--- src/rtl/jk_pkg.sv ---
// Shared definitions for the JK register arbiter: FSM encoding and the
// per-bit J/K command decode.
package jk_pkg;

    typedef enum logic {
        IDLE = 1'b0,
        BUSY = 1'b1
    } state_t;

    // {J,K} command encodings
    localparam logic [1:0] JK_HOLD   = 2'b00;
    localparam logic [1:0] JK_CLEAR  = 2'b01;
    localparam logic [1:0] JK_SET    = 2'b10;
    localparam logic [1:0] JK_TOGGLE = 2'b11;

    function automatic logic jk_next(input logic q, input logic j, input logic k);
        logic r;
        case ({j, k})
            JK_HOLD:  r = q;
            JK_CLEAR: r = 1'b0;
            JK_SET:   r = 1'b1;
            default:  r = ~q;
        endcase
        return r;
    endfunction

endpackage

--- src/rtl/jk_reg_bank.sv ---
// WIDTH-bit bank of JK flip-flops with a common enable and synchronous
// active-low reset.
module jk_reg_bank
    import jk_pkg::*;
#(
    parameter int WIDTH = 8
) (
    input  logic             CP,
    input  logic             n_rst,
    input  logic             en,
    input  logic [WIDTH-1:0] j,
    input  logic [WIDTH-1:0] k,
    output logic [WIDTH-1:0] Q,
    output logic [WIDTH-1:0] Qbar
);

    always_ff @(posedge CP) begin
        if (!n_rst) begin
            Q <= '0;
        end else if (en) begin
            for (int i = 0; i < WIDTH; i++) begin
                Q[i] <= jk_next(Q[i], j[i], k[i]);
            end
        end
    end

    assign Qbar = ~Q;

endmodule

--- src/rtl/jk_reg_arbiter.sv ---
// Two-requester round-robin arbiter that applies a captured J/K command to a
// shared register bank cnt+1 times, then pulses done to the owner.
module jk_reg_arbiter
    import jk_pkg::*;
#(
    parameter int WIDTH = 8,
    parameter int CNTW  = 4
) (
    input  logic             CP,
    input  logic             n_rst,
    input  logic [1:0]       req_valid,
    output logic [1:0]       req_ready,
    input  logic [WIDTH-1:0] req0_j,
    input  logic [WIDTH-1:0] req0_k,
    input  logic [WIDTH-1:0] req1_j,
    input  logic [WIDTH-1:0] req1_k,
    input  logic [CNTW-1:0]  req0_cnt,
    input  logic [CNTW-1:0]  req1_cnt,
    output logic [WIDTH-1:0] Q,
    output logic [WIDTH-1:0] Qbar,
    output logic             busy,
    output logic [1:0]       grant,
    output logic [1:0]       done,
    output state_t           fsm_state
);

    state_t           state, state_next;
    logic             ptr;
    logic [CNTW-1:0]  rem;
    logic [WIDTH-1:0] cap_j, cap_k;
    logic [1:0]       ready, accept;

    // Handshake: a command transfers on a rising edge where req_valid[i] and
    // req_ready[i] are both high; ready is offered only in IDLE, one-hot.
    always_comb begin
        ready      = '0;
        state_next = state;
        if (n_rst && state == IDLE) begin
            if (req_valid == 2'b11) ready = ptr ? 2'b10 : 2'b01;
            else                    ready = req_valid;
        end
        accept = req_valid & ready;
        case (state)
            IDLE:    if (|accept) state_next = BUSY;
            BUSY:    if (rem == '0) state_next = IDLE;
            default: state_next = IDLE;
        endcase
    end

    always_ff @(posedge CP) begin
        if (!n_rst) state <= IDLE;
        else        state <= state_next;
    end

    always_ff @(posedge CP) begin
        if (!n_rst) begin
            grant <= '0;
            done  <= '0;
            rem   <= '0;
            ptr   <= 1'b0;
            cap_j <= '0;
            cap_k <= '0;
        end else begin
            done <= '0;
            if (state == IDLE && |accept) begin
                grant <= accept;
                ptr   <= accept[0];
                if (accept[1]) begin
                    cap_j <= req1_j;
                    cap_k <= req1_k;
                    rem   <= req1_cnt;
                end else begin
                    cap_j <= req0_j;
                    cap_k <= req0_k;
                    rem   <= req0_cnt;
                end
            end else if (state == BUSY) begin
                if (rem == '0) begin
                    done  <= grant;
                    grant <= '0;
                end else begin
                    rem <= rem - CNTW'(1);
                end
            end
        end
    end

    jk_reg_bank #(.WIDTH(WIDTH)) u_bank (
        .CP    (CP),
        .n_rst (n_rst),
        .en    (state == BUSY),
        .j     (cap_j),
        .k     (cap_k),
        .Q     (Q),
        .Qbar  (Qbar)
    );

    assign req_ready = ready;
    assign busy      = (state == BUSY);
    assign fsm_state = state;

endmodule

--- config.mk ---
export PLATFORM = sky130hd
export DESIGN_NAME = jk_reg_arbiter
export DESIGN_NICKNAME = d
export VERILOG_FILES = /design/src/rtl/jk_pkg.sv /design/src/rtl/jk_reg_bank.sv /design/src/rtl/jk_reg_arbiter.sv
export SDC_FILE = /design/constraint.sdc
export NUM_CORES = 1
export LEC_CHECK = 0
export CAP_MARGIN = 20
export CORE_MARGIN = 1
export CORE_UTILIZATION = 33
export DETAILED_ROUTE_END_ITERATION = 10
export PLACE_DENSITY_LB_ADDON = 0.3
export SYNTH_ARGS = -nofsm -noshare
export SYNTH_HDL_FRONTEND = slang
export SYNTH_SLANG_ARGS = --single-unit
--- constraint.sdc ---
create_clock -name CP -period 1.5 [get_ports CP]
set_input_delay 0.15 -clock CP [delete_from_list [all_inputs] [get_ports CP]]
set_output_delay 0.15 -clock CP [all_outputs]
set_load 0.03 [all_outputs]
==> results.tsv <==
metric	value	unit
status	completed	
most frequent cells in the layout	46 x clkdlybuf4s50_1, 32 x dfxtp_1, 28 x inv_1	
post-route ant nets	0	
fillers	563	
Sw Ratio	29.8	%
CTS tree	yes	
Clock power frac	30.5	%
Post-Synth XOR/XNOR Area	0.436	%
Fin Hold WS	0.312	ns
critical path class	register to register	
post-synthesis compound-gate area fraction	19.7	%
Gate power share	30.6	%
worst-skew pair later-pin latency	0.29	ns
Vias/cell	4.86	
total gr overflow	0	
Final Hold Fails	0	
setup slack at placement	-0.241	ns
Reg clk slew, reported paths	0.07	ns
CP required	1.68	ns
Power Internal	0.00187	W
HPWL after DPL	3450	um
vias in the first global route	1657	
R2R depth	5	
met3 routed WL	233	um
Psw	0.000791	W
power share of the sequential group	38.9	%
Slew Viols, Final	0	
Final #Nets	374	
hold path depth	4	
Setup Skew	0.00438	ns
Met1 Wirelength	2230	um
most common cell after layout, fill and taps aside	clkdlybuf4s50_1	
Worst R2R Setup Slack	0.004	ns
max-capacitance violation count	0	
initial antenna violation count	0	
Seq cells post-synth	34	
layout cells sized above 1	21.7	%
family with the most delay on the worst path	multiplexers	
total CTS buffers	5	
Syn. warnings	0	
number of synthesized flops with an enable pin	0	
initial DRC count	64	
Seq/Total Area, Yosys	33.9	%
WHS Endpoint	rem[3]	
floorplan die height	80.0	um
Tmin final	1.50	ns
Top FF cell, synth	dfxtp_1	
Setup Viol. Count Final	0	
combinational family with the most area after synthesis	simple AND/OR/NAND/NOR gates	
Site Rows	28	
CTS root buffer	clkbuf_8	
crit-path cells	buf_4 > nor4b_2 > mux2_2 > o21ai_0 > a31oi_1	
max layer used	met4	
Routed WL	4860	um
Slew headroom	76.3	%
Die X	80.0	um
first-pass GRT wire length	7290	um
pin count of the biggest net entering global routing	28	
H-tree level count	2	
# IOs	68	
Syn Nets	289	
CP Buf/Inv Count	1	
CP arrival	1.67	ns
leakage	1.22	nW
fin crit share	99.7	%
post-synthesis mux area share	0.561	%
GRT Total Usage	15.0	%
Pwr Density	861	nW/um^2
iteration count of the initial detailed-routing pass	4	
CP max stage cell	mux2_2	
Worst VDD drop	456	uV
area of the multi-input gates	1140	um^2
mapped cell area	2010	um^2
vias	1884	
synth unique cells	41	
Die ar.	6400	um^2
Crit path largest cell delay	0.37	ns
routability cong.	0.742	
CP max FO	2	
WL per Instance	12.5	um
Cells after Synth	227	
Core ar.	5890	um^2
Mean Syn Cell Area	8.84	um^2
Startpoint Class	register	
port bufs	67	
routed wl met2	2320	um
worst flop-to-flop path endpoint	rem[3]	
post-route setup slack	0.00387	ns
# clock sinks	34	
ant diodes	0	
fmax	668	MHz
CTS max path bufs	2	
sequential standard cell area	686	um^2
Area Overhead vs Synth	53.7	%
starting density of the core	34.1	%
min-delay src	n_rst	
adder-cell share of the synthesized area	11.2	%
Critical Path End Type	register	
worst slew pin tran	0.355	ns
DRC	0	
Synth Area in Simple Gates	23.1	%
asr flop ratio synth	0	%
R2R Path Start	rem[0]	
Hold Path Class	input port to register	
[worst register-to-register path, delay by kind of cell, from the launching register on]
kind	cells	cell delay [ns]
DFF	1	0.32
muxes	1	0.37
and+or+nand+nor	1	0.31
buffers and inverters	1	0.14
AOI/OAI and AO/OA	2	0.24
[logic make-up (layout without fill, tap and decap cells)]
| kind of cell | Yosys count | count (layout) |
|---|---|---|
| AOI/OAI and AO/OA | 47 | 47 |
| xor gates and xnor gates | 1 | 1 |
| adders and majority gates | 18 | 18 |
| DFF | 34 | 34 |
| muxes | 1 | 1 |
| buffers and inverters | 44 | 130 |
| and+or+nand+nor | 82 | 82 |
[worst max path at each step]
stage                      startpoint  depth (start not counted)       end
after floorplan                rem[0]                          6    rem[0]
after global placement          n_rst                          6  cap_j[0]
after detailed placement        n_rst                          6  cap_k[5]
after CTS                 u_bank.Q[2]                          2   Qbar[2]
after global routing           rem[0]                          5    rem[3]
final                          rem[0]                          5    rem[3]
[sequential cells by signal (all words and copies together) (netlist names)]
name,cells
grant,2
u_bank.Q,8
busy,1
rem,4
done,2
ptr,1
cap_k,8
cap_j,8
[layer usage]
metal	vias to the layer above	global-route usage, %
li1	963	-
met5	-	0
met3	7	3.77
met1	864	18.3
met4	0	5.89
met2	50	25.0
[power groups by stage]
stage	logic (W)	registers [W]	clock network (W)
2_1_floorplan	0.000422	0.00108	0
6_report	0.000814	0.00103	0.000809
5_1_grt	0.000895	0.00104	0.000865
3_3_place_gp	0.000766	0.00105	0
3_5_place_dp	0.000779	0.00105	0
4_1_cts	0.000780	0.00103	0.000817
[cell usage after synthesis (2+ instances only)]
library cell | number | area share (%)
a2111oi_2 | 10 | 7.5
nand2b_1 | 8 | 2.5
nand2_1 | 8 | 1.5
buf_2 | 2 | 0.50
nor2_1 | 13 | 2.4
a211oi_1 | 2 | 0.75
a21oi_1 | 18 | 4.5
nand4b_1 | 8 | 3.5
nor3_1 | 28 | 7.0
a2111oi_1 | 6 | 3.0
o21ai_0 | 2 | 0.50
clkbuf_1 | 2 | 0.37
dfxtp_1 | 34 | 34
inv_1 | 30 | 5.6
a21boi_0 | 2 | 0.75
nor2_2 | 7 | 2.2
buf_6 | 5 | 2.8
ha_1 | 18 | 11
o31ai_1 | 2 | 0.75
[stage by stage]
step | utilization (%) | cell area (um^2) | setup TNS, ns | power (W) | instances
4_1_cts | 50.4 | 2970 | 0 | 0.00262 | 385
2_1_floorplan | - | 2010 | 0 | 0.00151 | 227
3_3_place_gp | 48.3 | 2850 | -2.62 | 0.00181 | 375
6_report | 52.4 | 3080 | 0 | 0.00266 | 388
3_5_place_dp | 48.3 | 2850 | -3.81 | 0.00183 | 375
5_1_grt | 52.4 | 3080 | -0.0832 | 0.00280 | 388
[final cells by class]
type                    count  area share, %
multi-input cells         149           37.1
inverters                  31           3.94
repair buffers             91           30.1
well taps                  75           3.04
clock buffers               8           3.57
flip-flops and latches     34           22.2
[repair_timing]
action,in CTS,in global routing
endpoints found under the setup margin,10,24
pin swaps,0,4
cloned,0,1
resized for setup,10,24
setup buffers,2,2
hold buffers,0,0
No activity file was read; power rests on OpenSTA's default activity.
